$ cat src/rtl/parking_slot_controller_if.sv
// Request/acknowledge bundle between the gate buttons/sensors (master)
// and the parking slot controller (slave).
interface parking_slot_controller_if;
    logic        in_req;
    logic        out_req;
    logic [1:0]  out_slot;
    logic        in_ack;
    logic [1:0]  in_slot;
    logic        out_ack;
    logic [15:0] fee;
    logic        err;

    modport master (
        output in_req, out_req, out_slot,
        input  in_ack, in_slot, out_ack, fee, err
    );

    modport slave (
        input  in_req, out_req, out_slot,
        output in_ack, in_slot, out_ack, fee, err
    );
endinterface

$ cat src/rtl/parking_slot_controller.sv
// Entry/exit sequencer for a 4-slot car park: allocates slots, stamps
// check-in times, computes exit fees and times the gate pulses.
module parking_slot_controller #(
    parameter int NSLOT       = 4,
    parameter int TW          = 11,
    parameter int GATE_CYCLES = 8,
    parameter int RATE        = 1
) (
    input  logic                  clk,
    input  logic                  rst_n,
    input  logic [TW-1:0]         timer,
    parking_slot_controller_if.slave bus,
    output logic [NSLOT-1:0]      occupied,
    output logic                  full,
    output logic                  gate_in,
    output logic                  gate_out,
    output logic [NSLOT*TW-1:0]   checkin_time
);

    localparam int CW = $clog2(GATE_CYCLES + 1);

    typedef enum logic {IDLE, GATE} state_t;

    state_t                       state, state_next;
    logic [CW-1:0]                cnt, cnt_next;
    logic [NSLOT-1:0]             occ_next;
    logic [NSLOT-1:0][TW-1:0]     stamp, stamp_next;
    logic [1:0]                   in_slot_next;
    logic [15:0]                  fee_next;
    logic                         in_ack_next, out_ack_next, err_next;
    logic                         gate_in_next, gate_out_next;
    logic [1:0]                   free_slot;

    // Elapsed time is taken modulo 2^TW so a timer wrap still yields the true duration.
    function automatic logic [15:0] calc_fee(input logic [TW-1:0] now,
                                             input logic [TW-1:0] stamp_val);
        logic [TW-1:0] elapsed;
        elapsed  = now - stamp_val;
        calc_fee = 16'(32'(elapsed) * 32'(RATE));
    endfunction

    function automatic logic [1:0] lowest_free(input logic [NSLOT-1:0] occ);
        lowest_free = '0;
        for (int i = NSLOT - 1; i >= 0; i--) begin
            if (!occ[i]) lowest_free = 2'(i);
        end
    endfunction

    assign free_slot    = lowest_free(occupied);
    assign full         = &occupied;
    assign checkin_time = stamp;

    always_comb begin
        state_next    = state;
        cnt_next      = cnt;
        occ_next      = occupied;
        stamp_next    = stamp;
        in_slot_next  = bus.in_slot;
        fee_next      = bus.fee;
        in_ack_next   = 1'b0;
        out_ack_next  = 1'b0;
        err_next      = 1'b0;
        gate_in_next  = gate_in;
        gate_out_next = gate_out;

        case (state)
            IDLE: begin
                // Exit wins over a simultaneous entry request.
                if (bus.out_req) begin
                    if (occupied[bus.out_slot]) begin
                        out_ack_next            = 1'b1;
                        fee_next                = calc_fee(timer, stamp[bus.out_slot]);
                        occ_next[bus.out_slot]  = 1'b0;
                        gate_out_next           = 1'b1;
                        cnt_next                = CW'(GATE_CYCLES - 1);
                        state_next              = GATE;
                    end else begin
                        err_next = 1'b1;
                    end
                end else if (bus.in_req) begin
                    if (full) begin
                        err_next = 1'b1;
                    end else begin
                        in_ack_next           = 1'b1;
                        in_slot_next          = free_slot;
                        occ_next[free_slot]   = 1'b1;
                        stamp_next[free_slot] = timer;
                        gate_in_next          = 1'b1;
                        cnt_next              = CW'(GATE_CYCLES - 1);
                        state_next            = GATE;
                    end
                end
            end
            GATE: begin
                if (cnt == '0) begin
                    gate_in_next  = 1'b0;
                    gate_out_next = 1'b0;
                    state_next    = IDLE;
                end else begin
                    cnt_next = cnt - 1'b1;
                end
            end
            default: state_next = IDLE;
        endcase
    end

    always_ff @(posedge clk or negedge rst_n) begin
        if (!rst_n) begin
            state       <= IDLE;
            cnt         <= '0;
            occupied    <= '0;
            stamp       <= '0;
            bus.in_slot <= '0;
            bus.fee     <= '0;
            bus.in_ack  <= 1'b0;
            bus.out_ack <= 1'b0;
            bus.err     <= 1'b0;
            gate_in     <= 1'b0;
            gate_out    <= 1'b0;
        end else begin
            state       <= state_next;
            cnt         <= cnt_next;
            occupied    <= occ_next;
            stamp       <= stamp_next;
            bus.in_slot <= in_slot_next;
            bus.fee     <= fee_next;
            bus.in_ack  <= in_ack_next;
            bus.out_ack <= out_ack_next;
            bus.err     <= err_next;
            gate_in     <= gate_in_next;
            gate_out    <= gate_out_next;
        end
    end

endmodule
$ cat src/flat_wrapper.sv
// flat-port wrapper written by rule: the top's interface ports become plain ports
module parking_slot_controller_flat 
#(
    parameter int NSLOT       = 4,
    parameter int TW          = 11,
    parameter int GATE_CYCLES = 8,
    parameter int RATE        = 1
)
  (clk, rst_n, timer, occupied, full, gate_in, gate_out, checkin_time, bus_in_req, bus_out_req, bus_out_slot, bus_in_ack, bus_in_slot, bus_out_ack, bus_fee, bus_err);
  parking_slot_controller_if bus_i ();
  input  logic clk;
  input  logic rst_n;
  input  logic [TW-1:0] timer;
  output logic [NSLOT-1:0] occupied;
  output logic full;
  output logic gate_in;
  output logic gate_out;
  output logic [NSLOT*TW-1:0] checkin_time;
  input wire logic [$bits(bus_i.in_req)-1:0] bus_in_req;
  input wire logic [$bits(bus_i.out_req)-1:0] bus_out_req;
  input wire logic [$bits(bus_i.out_slot)-1:0] bus_out_slot;
  output wire logic [$bits(bus_i.in_ack)-1:0] bus_in_ack;
  output wire logic [$bits(bus_i.in_slot)-1:0] bus_in_slot;
  output wire logic [$bits(bus_i.out_ack)-1:0] bus_out_ack;
  output wire logic [$bits(bus_i.fee)-1:0] bus_fee;
  output wire logic [$bits(bus_i.err)-1:0] bus_err;
  assign bus_i.in_req = bus_in_req;
  assign bus_i.out_req = bus_out_req;
  assign bus_i.out_slot = bus_out_slot;
  assign bus_in_ack = bus_i.in_ack;
  assign bus_in_slot = bus_i.in_slot;
  assign bus_out_ack = bus_i.out_ack;
  assign bus_fee = bus_i.fee;
  assign bus_err = bus_i.err;
  parking_slot_controller #(.NSLOT(NSLOT), .TW(TW), .GATE_CYCLES(GATE_CYCLES), .RATE(RATE)) u_core (.clk(clk), .rst_n(rst_n), .timer(timer), .bus(bus_i), .occupied(occupied), .full(full), .gate_in(gate_in), .gate_out(gate_out), .checkin_time(checkin_time));
endmodule
$ cat config.mk
export PLATFORM = sky130hd
export DESIGN_NAME = parking_slot_controller_flat
export DESIGN_NICKNAME = d
export VERILOG_FILES = /design/src/rtl/parking_slot_controller_if.sv /design/src/rtl/parking_slot_controller.sv /design/src/flat_wrapper.sv
export SDC_FILE = /design/constraint.sdc
export NUM_CORES = 1
export LEC_CHECK = 0
export CORE_UTILIZATION = 30
export DETAILED_ROUTE_END_ITERATION = 7
export GPL_TIMING_DRIVEN = 0
export HOLD_SLACK_MARGIN = 0.12
export PLACE_DENSITY_LB_ADDON = 0.1
export SLEW_MARGIN = 0
export SYNTH_ARGS = -nofsm -noshare
export SYNTH_HDL_FRONTEND = slang
export SYNTH_SLANG_ARGS = --single-unit
$ cat constraint.sdc
create_clock -name clk -period 6.1 [get_ports clk]
set_input_delay 1.22 -clock clk [delete_from_list [all_inputs] [get_ports clk]]
set_output_delay 1.22 -clock clk [all_outputs]
set_load 0.02 [all_outputs]
==> results.yml <==
status:
  status: "finished, violations left"
  violations: "design-rule violations"
worst_setup_path:
  cp-end-kind: "register"
  cpPeakStageDelay_ps: 660
  timing.rr.start: "u_core.checkin_time[33]$_DFFE_PN0P_"
  cp_top_family: "buffers and inverters"
  cp_common_cell: "a21oi_1"
  worstPathArrival_ps: 4130
  cp-start-kind: "input pin"
  cp.buffers_inverters: 3
  r2r-end: "u_core.bus.fee[8]$_DFFE_PN0P_"
  worstPathMaxFanout: 10
  reg2reg_setup_slack_ps: 3650
  slowest_stage: "clkbuf_1"
  reg2reg_depth: 9
  cp_data_required_time_ps: 6360
  cp_cell_sequence: "buf_6 -> clkbuf_1 -> mux4_2 -> ha_1 -> inv_1 -> fa_1 -> a21oi_1 -> o21ai_0 -> a21oi_1 -> or4_1 -> nand3_1"
  critical_path_class: "in2reg"
min_path:
  holdPathEnd: "u_core.bus.in_slot[0]$_DFFE_PN0P_"
  hold_class: "reg2reg"
  holdPathStages: 2
  hp-start: "u_core.bus.in_slot[0]$_DFFE_PN0P_"
global_routing:
  grt_pass1_wl_mm: 15.1
  grt.total_usage: 0.160
  grt_max_degree: 42
  grt_antenna_before_repair: 0
  grt_pass1_vias: 2622
  overflow: 0
floorplanning:
  die_w_microns: 111
  die_y_microns: 111
  core_sq_mm: 0.0115
  ios: 89
  dieArea_sq_mm: 0.0124
  start_util: 0.311
  row_count: 39
place:
  dp_cells: 526
  gp_congestion: 0.751
  dp_hpwl_mm: 6.69
  io_buffers: 81
finish:
  area_growth_pct: 36.2
  layout_common_cells: "clkdlybuf4s50_1 (80), dfrtp_1 (71), mux2_2 (45), nand2_1 (28), o21ai_0 (18)"
  diodes: 0
  layout.nets: 423
  num-fill-cells: 1128
  drive_above_1_share: 0.226
  layout.cells.non_filler: 541
  multi_input_area_sq_mm: 0.00165
  layout_commonest_cell: "clkdlybuf4s50_1"
  regArea_sq_mm: 0.00178
timing:
  slew_headroom: 0.384
  worst_pin_slew_ps: 916
  hold_violations: 0
  setup_viol: 0
  hold_slack_ps: 482
  maxSlewViolCount: 0
  max_freq_mhz: 258
  final.setup_skew_ps: 5.44
  fin_crit_sh: 0.635
  rsz0062_at_grt: "false"
  finalSetupTns_ps: 0
  period_needed_ps: 3870
clocking:
  clk_latency_ps: 320
  ctsResizeCount: 0
  clock_path_buffers: 2
  postCtsSetupBuffers: 0
  ctsHoldBuffers: 0
  cts_tree: "built"
  cts_sinks: 71
  clkTransAtPathRegs_ps: 60
  cts_htree_levels: 3
  numCtsBuffers: 9
  clockRootBuffer: "clkbuf_16"
drt:
  first_pass_iters: 6
  antenna_left: 0
  drt-vias-per-instance: 4.86
  num_vias: 2628
  drt_wl_total_mm: 9.28
  drc_errors: 8
  drt_iter0_drc: 106
  post_drt_wl_per_cell_microns: 17.2
power_and_ir_drop:
  power_frac_clock: 0.176
  total_leakage_power_nw: 2.12
  comb_power_share: 0.501
  switchingPower_mw: 1.03
  p_sw_frac: 0.383
  power_per_cell_area_mw_per_mm2: 553
  p_int_mw: 1.67
  ir_drop_v: 0.000259
  pwr-share-seq: 0.322
flow_run:
  maxCapViolCount: 0
synth:
  syn_avg_cell_area_sq_um: 12.1
  synth_async_sr_flop_share: 1.00
  synth_top_area_frac: 0.496
  synth_area_leaders: "dfrtp_1 (50%), mux2_2 (14%), mux4_2 (7.5%), ha_1 (3.8%), nand2_1 (2.9%)"
  netlist_instances: 297
  synthesis.area_sq_mm: 0.00358
  yosys.cell_types.count: 47
  synth-main-ff-cell: "dfrtp_1"
  yosys_warnings: 0
  synth_edf_count: 0
  yosysSeqAreaShare: 0.496
  ys_ff_latch: 71
  synth_top_area_cell: "dfrtp_1"
## per-layer routing
metal	global-route usage	vias to the layer above	wire, microns
li1	-	1251	-
met1	0.217	1308	4490
met2	0.252	60	4300
met3	0.0366	9	387
met4	0.0541	0	102
met5	0	-	0
## kinds of logic (layout without fill, tap and decap cells)
| kind of cell | count (synthesis) | count (layout) | synth area share |
|---|---|---|---|
| fa+ha+maj | 12 | 12 | 0.0440 |
| buf+inv | 35 | 132 | 0.0468 |
| flops | 71 | 71 | 0.496 |
| mux | 58 | 58 | 0.220 |
| xor+xnor | 7 | 7 | 0.0171 |
| simple gates | 66 | 66 | 0.0954 |
| other cells | 1 | 5 | 0.00105 |
| compound gates | 47 | 47 | 0.0800 |
## power groups by stage
stage                     sequential, mW  clock (mW)  combinational [mW]
after floorplan                     1.08           0               0.566
after global placement             0.879           0                1.35
after detailed placement           0.878           0                1.37
after CTS                          0.873       0.488                1.37
after global routing               0.905       0.510                1.47
final                              0.869       0.476                1.35
## registers in the layout, indices dropped and copies added (netlist names), 2 cells and up
name and cells:
u_core.occupied 4, u_core.cnt 4, u_core.bus.fee 11, u_core.checkin_time 44, u_core.bus.in_slot 2
## worst register-to-register path, cell delays in order, from the launching register on
cell	delay (ps)
dfrtp_1	400
mux4_2	470
ha_1	210
inv_1	70
fa_1	200
a21oi_1	90
o21ai_0	270
a21oi_1	170
or4_1	420
nand3_1	100
## how the worst max path moves through the flow
stage | end | start | slack (ps) | cells past startpoint
after floorplan | u_core.bus.fee[8]$_DFFE_PN0P_ | bus_out_slot[0] | 2430 | 11
after global routing | u_core.bus.fee[8]$_DFFE_PN0P_ | bus_out_slot[0] | 2000 | 11
final | u_core.bus.fee[8]$_DFFE_PN0P_ | bus_out_slot[0] | 2230 | 11
after CTS | u_core.bus.fee[8]$_DFFE_PN0P_ | bus_out_slot[0] | 2100 | 11
after global placement | u_core.checkin_time[35]$_DFFE_PN0P_ | rst_n | 1140 | 1
after detailed placement | u_core.bus.fee[8]$_DFFE_PN0P_ | bus_out_slot[0] | 1770 | 11
## cells in the mapped netlist (2+ instances only)
cell,count
a21o_1,3
a21oi_1,11
a31oi_1,3
a41oi_1,2
and3_1,2
buf_2,6
buf_4,5
clkbuf_1,4
dfrtp_1,71
ha_1,11
inv_1,17
mux2_2,45
mux4_2,12
nand2_1,28
nand2b_1,3
nand3_1,4
nor2_1,9
nor2b_1,3
nor3_1,2
nor4_1,3
o2111ai_1,3
o21ai_0,18
or3_1,3
xnor2_1,6
## final cells by class
class / instances / share of cell area
Buffer: 17 / 0.0200
Clock buffer: 11 / 0.0498
Clock inverter: 4 / 0.00462
Inverter: 18 / 0.0144
Multi-Input combinational cell: 195 / 0.339
Sequential cell: 71 / 0.364
Tap cell: 143 / 0.0367
Timing Repair Buffer: 82 / 0.171
## stage by stage
stage / power (mW) / setup WS, ps / util / instance area, sq um
floorplan: 1.64 / 2430 / - / 3600
global placement: 2.23 / 1140 / 0.398 / 4590
detailed placement: 2.24 / 1770 / 0.400 / 4610
CTS: 2.73 / 2100 / 0.424 / 4880
global route: 2.88 / 2000 / 0.424 / 4880
finish: 2.70 / 2230 / 0.424 / 4880
No activity file was read; power rests on OpenSTA's default activity.
